==> src/rtl/eth_arb_pkg.sv <==
// Shared types and constants for the two-channel Ethernet payload arbiter.
// Holds the scheduler state enum, header marker and sequence counter width.
package eth_arb_pkg;

    typedef enum logic [1:0] {
        IDLE,
        HDR,
        DATA,
        GAP
    } arb_state_t;

    localparam logic [7:0] HDR_MARKER = 8'hA5;
    localparam int         SEQ_W      = 16;

endpackage

==> src/rtl/eth_arb_rr.sv <==
// Two-way round-robin grant with a registered last_grant.
// Ports: clk, rst (async high), elig[1:0] in; update in (latch the grant);
//        req out (any eligible), gnt out (0 = ch0, 1 = ch1).
module eth_arb_rr (
    input  logic       clk,
    input  logic       rst,
    input  logic [1:0] elig,
    input  logic       update,
    output logic       req,
    output logic       gnt
);

    logic last_grant;

    // On a tie the channel not served last wins; otherwise the sole requester.
    always_comb begin
        req = |elig;
        gnt = (&elig) ? ~last_grant : elig[1];
    end

    // Resetting to ch1 lets ch0 win the very first tie.
    always_ff @(posedge clk or posedge rst) begin
        if (rst) begin
            last_grant <= 1'b1;
        end else if (update) begin
            last_grant <= gnt;
        end
    end

endmodule

==> src/rtl/eth_ch_arbiter.sv <==
// Two-channel payload scheduler: grants a channel whose FIFO holds a full
// burst, sends a header word then BURST_WORDS payload words to the framer.
// Ports: clk_125, reset_all (async high), time_clr (clear seq counters);
//        ch0/ch1_lvl, ch0/ch1_q in, ch0/ch1_rd out (show-ahead FIFOs);
//        tx_ready in; tx_valid, tx_sop, tx_eop, tx_data, busy out.
// Option: ETH_ARB_TRAILER_EN appends an XOR-of-payload word carrying eop.
module eth_ch_arbiter
    import eth_arb_pkg::*;
#(
    parameter int BURST_WORDS = 256,
    parameter int LVL_W       = 12,
    parameter int GAP_CYCLES  = 4
) (
    input  logic             clk_125,
    input  logic             reset_all,
    input  logic             time_clr,
    input  logic [LVL_W-1:0] ch0_lvl,
    input  logic [LVL_W-1:0] ch1_lvl,
    input  logic [31:0]      ch0_q,
    input  logic [31:0]      ch1_q,
    output logic             ch0_rd,
    output logic             ch1_rd,
    input  logic             tx_ready,
    output logic             tx_valid,
    output logic             tx_sop,
    output logic             tx_eop,
    output logic [31:0]      tx_data,
    output logic             busy
);

    localparam int CNT_W = $clog2(BURST_WORDS + GAP_CYCLES + 2);
`ifdef ETH_ARB_TRAILER_EN
    localparam int EOP_IDX = BURST_WORDS;
`else
    localparam int EOP_IDX = BURST_WORDS - 1;
`endif
    localparam logic [CNT_W-1:0] CNT_EOP = CNT_W'(EOP_IDX);
    localparam logic [CNT_W-1:0] CNT_GAP = CNT_W'(GAP_CYCLES - 1);
    localparam logic [CNT_W-1:0] CNT_ONE = CNT_W'(1);
    localparam logic [LVL_W:0]   LVL_MIN = (LVL_W + 1)'(BURST_WORDS);

    arb_state_t       state;
    arb_state_t       next_state;
    logic             grant;
    logic [CNT_W-1:0] cnt;
    logic [SEQ_W-1:0] seq0;
    logic [SEQ_W-1:0] seq1;
    logic [1:0]       elig;
    logic             req;
    logic             rr_gnt;
    logic             rr_update;
    logic             last_word;
    logic             pay_word;
    logic [31:0]      payload;
`ifdef ETH_ARB_TRAILER_EN
    logic [31:0]      csum;
`endif

    assign elig[0] = {1'b0, ch0_lvl} >= LVL_MIN;
    assign elig[1] = {1'b0, ch1_lvl} >= LVL_MIN;

    eth_arb_rr u_rr (
        .clk    (clk_125),
        .rst    (reset_all),
        .elig   (elig),
        .update (rr_update),
        .req    (req),
        .gnt    (rr_gnt)
    );

    assign busy = (state != IDLE);

    always_comb begin
        next_state = state;
        rr_update  = 1'b0;
        tx_valid   = 1'b0;
        tx_sop     = 1'b0;
        tx_eop     = 1'b0;
        tx_data    = '0;
        ch0_rd     = 1'b0;
        ch1_rd     = 1'b0;
        payload    = grant ? ch1_q : ch0_q;
        last_word  = (cnt == CNT_EOP);
`ifdef ETH_ARB_TRAILER_EN
        // The trailer slot sits one past the last payload word.
        pay_word   = (cnt != CNT_W'(BURST_WORDS));
`else
        pay_word   = 1'b1;
`endif
        unique case (state)
            IDLE: begin
                if (req) begin
                    rr_update  = 1'b1;
                    next_state = HDR;
                end
            end
            HDR: begin
                tx_valid = 1'b1;
                tx_sop   = 1'b1;
                tx_data  = {HDR_MARKER, grant, 7'b0,
                            grant ? seq1 : seq0};
                if (tx_ready) begin
                    next_state = DATA;
                end
            end
            DATA: begin
                tx_valid = 1'b1;
                tx_eop   = last_word;
                if (pay_word) begin
                    tx_data = payload;
                    ch0_rd  = tx_ready & ~grant;
                    ch1_rd  = tx_ready & grant;
                end else begin
`ifdef ETH_ARB_TRAILER_EN
                    tx_data = csum;
`endif
                end
                if (tx_ready && last_word) begin
                    next_state = GAP;
                end
            end
            GAP: begin
                if (cnt == CNT_GAP) begin
                    next_state = IDLE;
                end
            end
            default: next_state = IDLE;
        endcase
    end

    always_ff @(posedge clk_125 or posedge reset_all) begin
        if (reset_all) begin
            state <= IDLE;
            grant <= 1'b0;
            cnt   <= '0;
            seq0  <= '0;
            seq1  <= '0;
        end else begin
            state <= next_state;
            if (rr_update) begin
                grant <= rr_gnt;
            end
            case (state)
                HDR:     if (tx_ready) cnt <= '0;
                DATA:    if (tx_ready) cnt <= last_word ? '0 : cnt + CNT_ONE;
                GAP:     cnt <= (cnt == CNT_GAP) ? '0 : cnt + CNT_ONE;
                default: cnt <= '0;
            endcase
            // A clear wins over the header increment in the same cycle.
            if (time_clr) begin
                seq0 <= '0;
                seq1 <= '0;
            end else if (state == HDR && tx_ready) begin
                if (grant) seq1 <= seq1 + 1'b1;
                else       seq0 <= seq0 + 1'b1;
            end
        end
    end

`ifdef ETH_ARB_TRAILER_EN
    always_ff @(posedge clk_125 or posedge reset_all) begin
        if (reset_all) begin
            csum <= '0;
        end else if (state == HDR && tx_ready) begin
            csum <= '0;
        end else if (ch0_rd | ch1_rd) begin
            csum <= csum ^ payload;
        end
    end
`endif

endmodule

==> config.mk <==
export PLATFORM = sky130hd
export DESIGN_NAME = eth_ch_arbiter
export DESIGN_NICKNAME = d
export VERILOG_FILES = /design/src/rtl/eth_arb_pkg.sv /design/src/rtl/eth_arb_rr.sv /design/src/rtl/eth_ch_arbiter.sv
export SDC_FILE = /design/constraint.sdc
export NUM_CORES = 1
export LEC_CHECK = 0
export ABC_AREA = 0
export BUFFER_PORTS_ARGS = -buffer_cell sky130_fd_sc_hd__buf_4
export CAP_MARGIN = 30
export CELL_PAD_IN_SITES_DETAIL_PLACEMENT = 1
export CELL_PAD_IN_SITES_GLOBAL_PLACEMENT = 1
export CORE_MARGIN = 8
export CORE_UTILIZATION = 32
export DETAILED_ROUTE_END_ITERATION = 7
export PLACE_DENSITY = 0.83
export SLEW_MARGIN = 40
export SYNTH_ARGS = -nofsm -noshare
export SYNTH_HDL_FRONTEND = slang
export SYNTH_HIERARCHICAL = 1
export SYNTH_SLANG_ARGS = --single-unit
==> constraint.sdc <==
create_clock -name clk_125 -period 1.9 [get_ports clk_125]
set_input_delay 0.475 -clock clk_125 [delete_from_list [all_inputs] [get_ports clk_125]]
set_output_delay 0.475 -clock clk_125 [all_outputs]
set_load 0.05 [all_outputs]
=== Word-level counts from Yosys, hierarchy flattened ===
Index checks and enable logic that the tools add are counted.

* Flip-flop bits (word level): 45
* Word-level logic and storage cells: 66
* Bits of input ports: 92

* Order comparisons: 2
* Mux-type cells: 27
* Add/subtract/negate cells: 3
* Reduce and logical (&&, ||, !) cells: 13
* Equality and inequality tests: 11
* Bitwise operators: 4

{| class="wikitable"
|+ Operator list
! cell !! number
|-
| 2-to-1 mux 16 bit || 7
|-
| one-hot mux 32 bit (2 select lines) || 1
|-
| 2-to-1 mux 9 bit || 4
|-
| adder 16 x 1 -> 16 bit, second input constant || 2
|-
| 2-to-1 mux 32 bit || 1
|-
| one-hot mux 9 bit (3 select lines) || 1
|-
| >= comparator 12 x 9 -> 1 bit, second input constant || 2
|-
| inequality test 2 bit, second input constant || 6
|-
| adder 9 x 1 -> 9 bit, second input constant || 1
|-
| equality test 9 x 2 -> 1 bit, second input constant || 1
|-
| equality test 9 x 8 -> 1 bit, second input constant || 1
|-
| 2-to-1 mux 1 bit || 8
|-
| 2-to-1 mux 2 bit || 4
|-
| one-hot mux 2 bit (4 select lines) || 1
|-
| AND reduction 2 bit || 4
|-
| nonzero test 2 bit || 3
|-
| equality test 2 bit, second input constant || 2
|-
| AND reduction 4 bit || 1
|-
| OR reduction 2 bit || 2
|-
| AND 1 bit || 2
|-
| equality test 2 x 1 -> 1 bit, second input constant || 1
|-
| logical AND 1 bit || 2
|-
| logical NOT 2 bit || 1
|-
| NOT 1 bit || 2
|}

=== Logic depth before layout (Yosys ltp) ===
Gate-level depths: netlist of run 1.

* Word-level depth: 4
* Mapped depth: 8
* Depth with buffers taken out: 7

=== Cells and area by module ===
Netlist of run 1, hierarchy kept.

{| class="wikitable"
|+ By module, submodules not included
! module !! cells each !! area each (sq um) !! instances
|-
| eth_ch_arbiter || 394 || 3342.0 || 1
|-
| eth_arb_rr || 5 || 62.6 || 1
|}

=== Worst setup path before layout of run 1 ===
OpenSTA, ideal clock, no wires.

* Path kind: reg-to-output
* From: register state[0]
* To: output tx_eop
* Arrival time: 2.496 ns
* Required time: 1.425 ns
* Cell stages (with the launch flop): 6
* Path slack: -1.071 ns
* Cell sequence: dfrtp_1 -> inv_1 -> ha_1 -> inv_1 -> clkbuf_1 -> nor4_1

* Longest elaborated chain between the ends: 2

{| class="wikitable"
|+ Ends and longest elaborated chain
! element !! line !! source
|-
| start: declaration || eth_ch_arbiter.sv:42 || <nowiki>arb_state_t state;</nowiki>
|-
| start signal: assignment || eth_ch_arbiter.sv:139 || <nowiki>state <= next_state;</nowiki>
|-
| equality test 2 bit || eth_ch_arbiter.sv:90 || <nowiki>unique case (state)</nowiki>
|-
| 2-to-1 mux 1 bit || eth_ch_arbiter.sv:90 ||
|-
| end: declaration || eth_ch_arbiter.sv:26 || <nowiki>output logic tx_eop,</nowiki>
|}

No other way between the ends.

=== Worst setup path in the final report of run 1 ===
* From: register grant
* To: output tx_data[12]

* Longest elaborated chain between the ends: 2
* Elaborated cells on any way between the ends: 3
* Classes of those cells: 3 x mux

{| class="wikitable"
|+ Ends and longest elaborated chain
! element !! line !! source
|-
| start: declaration || eth_ch_arbiter.sv:44 || <nowiki>logic grant;</nowiki>
|-
| start signal: assignment || eth_ch_arbiter.sv:141 || <nowiki>grant <= rr_gnt;</nowiki>
|-
| 2-to-1 mux 32 bit / 2-to-1 mux 16 bit (equally long branches) || eth_ch_arbiter.sv:82, eth_ch_arbiter.sv:101 ||
|-
| one-hot mux 32 bit (2 select lines) * || eth_ch_arbiter.sv:90 ||
|-
| end: declaration || eth_ch_arbiter.sv:27 || <nowiki>output logic [31:0] tx_data,</nowiki>
|}

Every way passes the cells marked *; elsewhere a longest branch is shown, timed or not.

==> summary.txt, run 1 <==
Run status
  • Outcome: finished with violations
  • Failing checks: setup timing

Pwr
  • PwrDens: 1430 mW/mm^2
  • Logic pwr share: 78.5%
  • Leak: 2.82 nW
  • NetSw: 0.00446 W
  • Internal power: 0.00464 W
  • Tot Pwr: 0.00910 W
  • Share of total power in sequential cells: 13.6%
  • Net Sw Frac: 49.0%
  • VDD IR-drop max: 1.03 mV
  • Clk network pwr share: 7.8%

STA
  • Fmax: 0.423 GHz
  • Final TNS setup: -21.64 ns
  • Worst slew pin tran: 0.667 ns
  • Final hold vios: 0
  • Hold WS: 0.174 ns
  • Setup violations, final: 71
  • Fin crit share: 124%
  • Final Slew Violations: 0
  • Setup ws final: -0.464 ns
  • Relative slew slack: 55.5%
  • Final Skew: 0.00554 ns
  • Min cycle time layout: 2.36 ns
  • RSZ-0062 raised after global routing: yes

Logic synthesis
  • Yosys reg bits: 45
  • Avg Inst Size Synth: 8.53 um^2
  • Gate Count Post-Synth: 399
  • Post-synth EDFFs: 0
  • Syn_nets: 500
  • Top_reg_cell synth: dfrtp_1
  • Synthesized cell area: 0.00340 mm^2
  • Post-synthesis sequential area ratio: 33.1%
  • Yosys cell types: 46
  • Ys async rst share: 100%
  • Synth warn: 6

Drt
  • Initial DRC Count: 214
  • DRC viols: 0
  • Drt wl/cell: 28.9 um
  • TritonRoute pass-1 iters: 4
  • Antenna viol nets, final: 0
  • Vias per inst: 5.91
  • WL final: 20.8 mm
  • Via count: 4,239

Critical path
  • CP arrival: 1.89 ns
  • R2R setup slack: -0.38 ns
  • Worst EP required: 1.42 ns
  • Reg-to-Reg End: state[1]
  • Reg2Reg Depth: 4
  • R2r startpoint: cnt[8]
  • Critical setup path kind: register to primary output
  • CP Launch Point: grant
  • Critical Path Start Type: register
  • Setup crit end: tx_data[12]
  • Crit Path Max Fanout: 15
  • Crit path capture type: primary output

Global route
  • GRT Residual Overflow: 0
  • Met3 usage in global routing: 4.30%
  • Number of global-route vias before repair: 4,533
  • Met2 GRT Util: 43.2%
  • Grt peak-use layer: met2
  • GRT Util Overall: 22.3%
  • First-pass GRT wire length: 25.2 mm
  • Met1 usage: 21.4%
  • Largest net degree at the start of global routing: 45
  • Antenna violations before repair: 1

Clock tree
  • CTS tree: done
  • Worst-Skew Late Latency: 0.32 ns
  • CTS root buf: clkbuf_8
  • Clock-pin slew on the worst setup and hold paths: 0.10 ns
  • Sink Count: 45
  • Cts bufs inserted: 5
  • H-tree levels: 2
  • CTS Hold Bufs: 0
  • CTS max path bufs: 2

Placed design
  • DP HPWL: 9.99 mm
  • DP Worst Slack: -0.241 ns
  • Port bufs: 113
  • Gpl congestion: 0.776
  • Dpl cells: 666

Finish
  • FILL cells: 1,072
  • Area grow syn2layout: 86.8%
  • Share of layout cells above drive strength 1: 61.7%
  • Register Area: 0.00113 mm^2
  • Multi-input combinational cell area: 0.00290 mm^2
  • Total Nets Final: 680
  • Finished Layout Cells: 717

Die
  • Std cell rows: 37
  • Die extent in x: 119 um
  • Die area: 0.0142 mm^2
  • Core Area: 0.0103 mm^2
  • I/O pin count: 130
  • Chip height: 119 um
  • Initial Util: 33.0%

Min path
  • Worst hold path type: input pin to asynchronous set/reset pin

Run
  • Max Cap Viol: 0
[flip-flops by register name, indices dropped and copies added (netlist names)]
name	count
seq0	16
seq1	16
u_rr/last_grant	1
state	2
cnt	9
grant	1
[power groups by stage]
stage          combinational [W]  clock, W  sequential (W)
6_report                 0.00715  0.000714         0.00124
5_1_grt                  0.00731  0.000738         0.00124
4_1_cts                  0.00575  0.000666         0.00119
3_5_place_dp             0.00464         0         0.00122
3_3_place_gp             0.00443         0         0.00121
2_1_floorplan            0.00324         0         0.00114
[cell usage in the layout (no fill, tap or decap), types with 13 or more instances in the layout]
cell type,instances
buf_8,27
mux2_4,14
and2_4,16
buf_6,36
nor2_1,24
dfrtp_1,41
buf_4,120
nand2_1,30
nor2_4,13
mux2i_1,27
[routing by layer]
layer	part of all wire, %	vias to the layer above	routed length (um)
met5	0	-	0
met4	8.2	0	1710
met3	5.3	109	1100
met2	54	209	11200
met1	33	2147	6760
li1	-	1774	-
[cell usage after synthesis (3+ instances only)]
| library cell | n | area (um^2) |
|---|---|---|
| nor2_1 | 40 | 150 |
| nand4_1 | 5 | 31.3 |
| or3_1 | 12 | 75.1 |
| o21a_1 | 5 | 37.5 |
| nor3_1 | 6 | 30.0 |
| and4_1 | 5 | 43.8 |
| inv_1 | 12 | 45.0 |
| nor2b_1 | 3 | 18.8 |
| and2_1 | 19 | 119 |
| dfrtp_1 | 44 | 1100 |
| nand3_1 | 11 | 55.1 |
| ha_1 | 9 | 113 |
| xnor2_1 | 7 | 61.3 |
| buf_2 | 7 | 35.0 |
| nand2_1 | 44 | 165 |
| nor4_1 | 7 | 43.8 |
| and3_1 | 4 | 25.0 |
| xor2_1 | 10 | 87.6 |
| or4_1 | 4 | 30.0 |
| buf_1 | 3 | 11.3 |
| mux2i_1 | 34 | 340 |
| mux2_2 | 19 | 214 |
| a21oi_1 | 14 | 70.1 |
| o21ai_0 | 34 | 170 |
| o211ai_1 | 6 | 45.0 |
| clkbuf_1 | 13 | 48.8 |
[kinds of logic (layout without fill, tap and decap cells)]
logic type               after synthesis  count (layout)  synth area share, %
multiplexers                          55              55                 17.1
XOR/XNOR                              17              17                 4.37
other                                  0               1                    0
adder cells (fa/ha/maj)                9               9                 3.31
AND/OR/NAND/NOR                      165             165                 24.1
AO/OA/AOI/OAI                         73              73                 13.9
buffers and inverters                 35             216                 4.12
flip-flops                            45              45                 33.1
[critical path, stage by stage (launching register included)]
cell and delay, ns:
dfrtp_4 0.58, buf_16 0.21, mux2i_1 0.35, o21ai_1 0.12, and2_4 0.15, buf_8 0.14
[cell type report]
class                      instances  area share (%)
antenna                            1          0.0393
clock buffer                       6            1.30
clock inverter                     2           0.216
inverter                          12           0.787
multi-input combinational        319            45.6
sequential                        45            17.8
tap                              136            2.68
timing repair buffer             196            31.6
[worst min-delay path by stage]
stage,endpoint,slack [ns]
after global placement,u_rr/last_grant,0.49
after CTS,u_rr/last_grant,0.18
after detailed placement,u_rr/last_grant,0.51
after floorplan,u_rr/last_grant,0.36
final,u_rr/last_grant,0.17
after global routing,u_rr/last_grant,0.19
[per-stage QoR]
| stage | area, um^2 | util [%] |
|---|---|---|
| 2_1_floorplan | 3660 | - |
| 3_3_place_gp | 4910 | 47.6 |
| 3_5_place_dp | 4910 | 47.6 |
| 4_1_cts | 5660 | 54.8 |
| 5_1_grt | 6360 | 61.6 |
| 6_report | 6360 | 61.6 |
[timing repair]
| action | 4_1_cts | 5_1_grt |
|---|---|---|
| gates resized for setup | 133 | 109 |
| setup buffers | 17 | 21 |
| cloned | 2 | 3 |
| setup endpoints to repair | 60 | 72 |
| pin swaps | 45 | 52 |
(Power assumes the default switching activity.)
==> inputs of run 2 (changes only) <==
- CELL_PAD_IN_SITES_GLOBAL_PLACEMENT: 1 -> 2
- CORE_UTILIZATION: 32 -> 25
==> run 2 against run 1 <==
Compared with the run above: clock power increased by 25%; count of clock-buffer cells in the layout unchanged; the run still ends with setup timing left; power decreased by 12%; sequential cell count unchanged; cell area decreased by 7.2%; maximum frequency increased by 6.6%; worst setup slack improved by 0.15 ns; sequential power decreased by 6%; non-clock buffer count decreased by 18.
==> summary.txt, run 2 (synthesized netlist as in run 1, its figures left out) <==
Run status
  • Outcome: finished with violations
  • Failing checks: setup timing

Die
  • Chip height: 133 um
  • Core Area: 0.0133 mm^2
  • Initial Util: 25.6%
  • I/O pin count: 130
  • Std cell rows: 42
  • Die extent in x: 133 um
  • Die area: 0.0176 mm^2

STA
  • Fmax: 0.451 GHz
  • Min cycle time layout: 2.22 ns
  • Setup ws final: -0.317 ns
  • Final TNS setup: -10.41 ns
  • Final hold vios: 0
  • Relative slew slack: 66.9%
  • RSZ-0062 raised after global routing: yes
  • Setup violations, final: 56
  • Final Slew Violations: 0
  • Final Skew: 0.00524 ns
  • Worst slew pin tran: 0.495 ns
  • Fin crit share: 117%

Clock tree
  • CTS root buf: clkbuf_16
  • Worst-Skew Late Latency: 0.29 ns
  • Sink Count: 45
  • Cts bufs inserted: 5
  • CTS max path bufs: 2
  • CTS tree: done
  • Clock-pin slew on the worst setup and hold paths: 0.06 ns
  • H-tree levels: 2

Finish
  • Regs by FF count: seq0 (16), seq1 (16), cnt (9)
  • Number of antenna diodes: 0
  • Total Nets Final: 662
  • Area grow syn2layout: 73.3%
  • FILL cells: 1,485
  • Commonest non-fill, non-tap cells in the layout: buf_4 (112), nand2_1 (41), dfrtp_1 (41)
  • Share of layout cells above drive strength 1: 53.3%
  • Post-route cell area: 0.00590 mm^2
  • Most common cell after layout, fill and taps aside: buf_4

Drt
  • WL final: 13.2 mm
  • Vias per inst: 4.97
  • TritonRoute pass-1 iters: 4
  • Antenna viol nets, final: 0
  • Drt wl/cell: 18.0 um
  • DRC viols: 0
  • Initial DRC Count: 115
  • Via count: 3,665

Global route
  • First-pass GRT wire length: 20.7 mm
  • Antenna violations before repair: 0
  • Largest net degree at the start of global routing: 45
  • Number of global-route vias before repair: 4,074
  • GRT Util Overall: 14.2%
  • GRT Residual Overflow: 0

Critical path
  • CP Launch Point: grant
  • Reg-to-Reg End: seq0[15]
  • Crit Path Max Fanout: 10
  • Crit path capture type: primary output
  • Worst EP required: 1.42 ns
  • Critical Path Start Type: register
  • Crit-path cells: buf_12 > mux2_2 > nand2_1 > o21ai_2 > and2_4 > buf_8
  • R2r startpoint: state[1]
  • Top delay family on crit path: flip-flops
  • Critical setup path kind: register to primary output
  • Setup crit end: tx_data[6]
  • CP arrival: 1.74 ns
  • CP max stage delay: 0.52 ns
  • R2R setup slack: -0.21 ns
  • Slowest CP cell: dfrtp_4
  • Reg2Reg Depth: 7
  • Cell depth of the worst setup path: 6
  • CP Buf/Inv Count: 2

Min path
  • Worst hold path type: input pin to asynchronous set/reset pin

Run
  • Max Cap Viol: 0

Pwr
  • Leak: 2.62 nW
  • PwrDens: 1350 mW/mm^2
  • VDD IR-drop max: 1.25 mV

Placed design
  • DP HPWL: 9.38 mm
  • Gpl congestion: 0.760
  • Port bufs: 113
  • Post-DP Area: 0.00502 mm^2
==> run 2: worst min-delay path by stage <==
stage / startpoint / to / slack, ns / depth (start not counted)
final: reset_all / u_rr/last_grant / 0.20 / 2
after global routing: reset_all / u_rr/last_grant / 0.20 / 2
after CTS: reset_all / u_rr/last_grant / 0.20 / 2
after global placement: reset_all / u_rr/last_grant / 0.50 / 2
after floorplan: reset_all / u_rr/last_grant / 0.36 / 1
after detailed placement: reset_all / u_rr/last_grant / 0.51 / 2
==> run 2: power breakdown <==
part	switching (W)	internal, W	leakage (nW)
Clock	0.000378	0.000517	0.0690
Sequential	0.000110	0.00106	0.612
Combinational	0.00315	0.00278	1.94
==> run 2: cell type report <==
class	instances	area, um^2	share of cell area [%]
repair buffers	178	1760	29.9
inverters	12	45.0	0.763
clock buffers	6	139	2.35
flip-flops and latches	45	1130	19.2
clock inverters	1	7.51	0.127
well taps	176	220	3.73
multi-input cells	319	2590	43.9
==> run 2: metal layers <==
layer	wire [um]	vias to the layer above	GRT usage, %
met4	208	0	2.33
met5	0	-	0
met1	5030	1832	15.0
li1	-	1736	-
met3	509	18	3.33
met2	7500	79	27.9
==> run 2: repair_timing <==
item / CTS / global route
hold buffers: 0 / 0
buffers inserted: 10 / 9
gates resized for setup: 72 / 90
pin swaps: 9 / 30
endpoints found under the setup margin: 52 / 60
gates cloned: 1 / 0
==> run 2: through the flow <==
stage	setup WS, ns	cells	power (W)	util [%]	hold slack (ns)
2_1_floorplan	-0.143	399	0.00438	-	0.365
3_3_place_gp	-0.191	713	0.00578	37.8	0.495
3_5_place_dp	-0.212	713	0.00589	37.8	0.512
4_1_cts	-0.307	729	0.00750	41.7	0.200
5_1_grt	-0.360	737	0.00838	44.4	0.196
6_report	-0.317	737	0.00799	44.4	0.201
==> run 2: worst register-to-register path, delay by kind of cell (launching register included) <==
family	cells	cell delay, ns
buf+inv	2	0.25
flops	1	0.43
simple gates	2	0.76
fa+ha+maj	1	0.18
compound gates	2	0.41
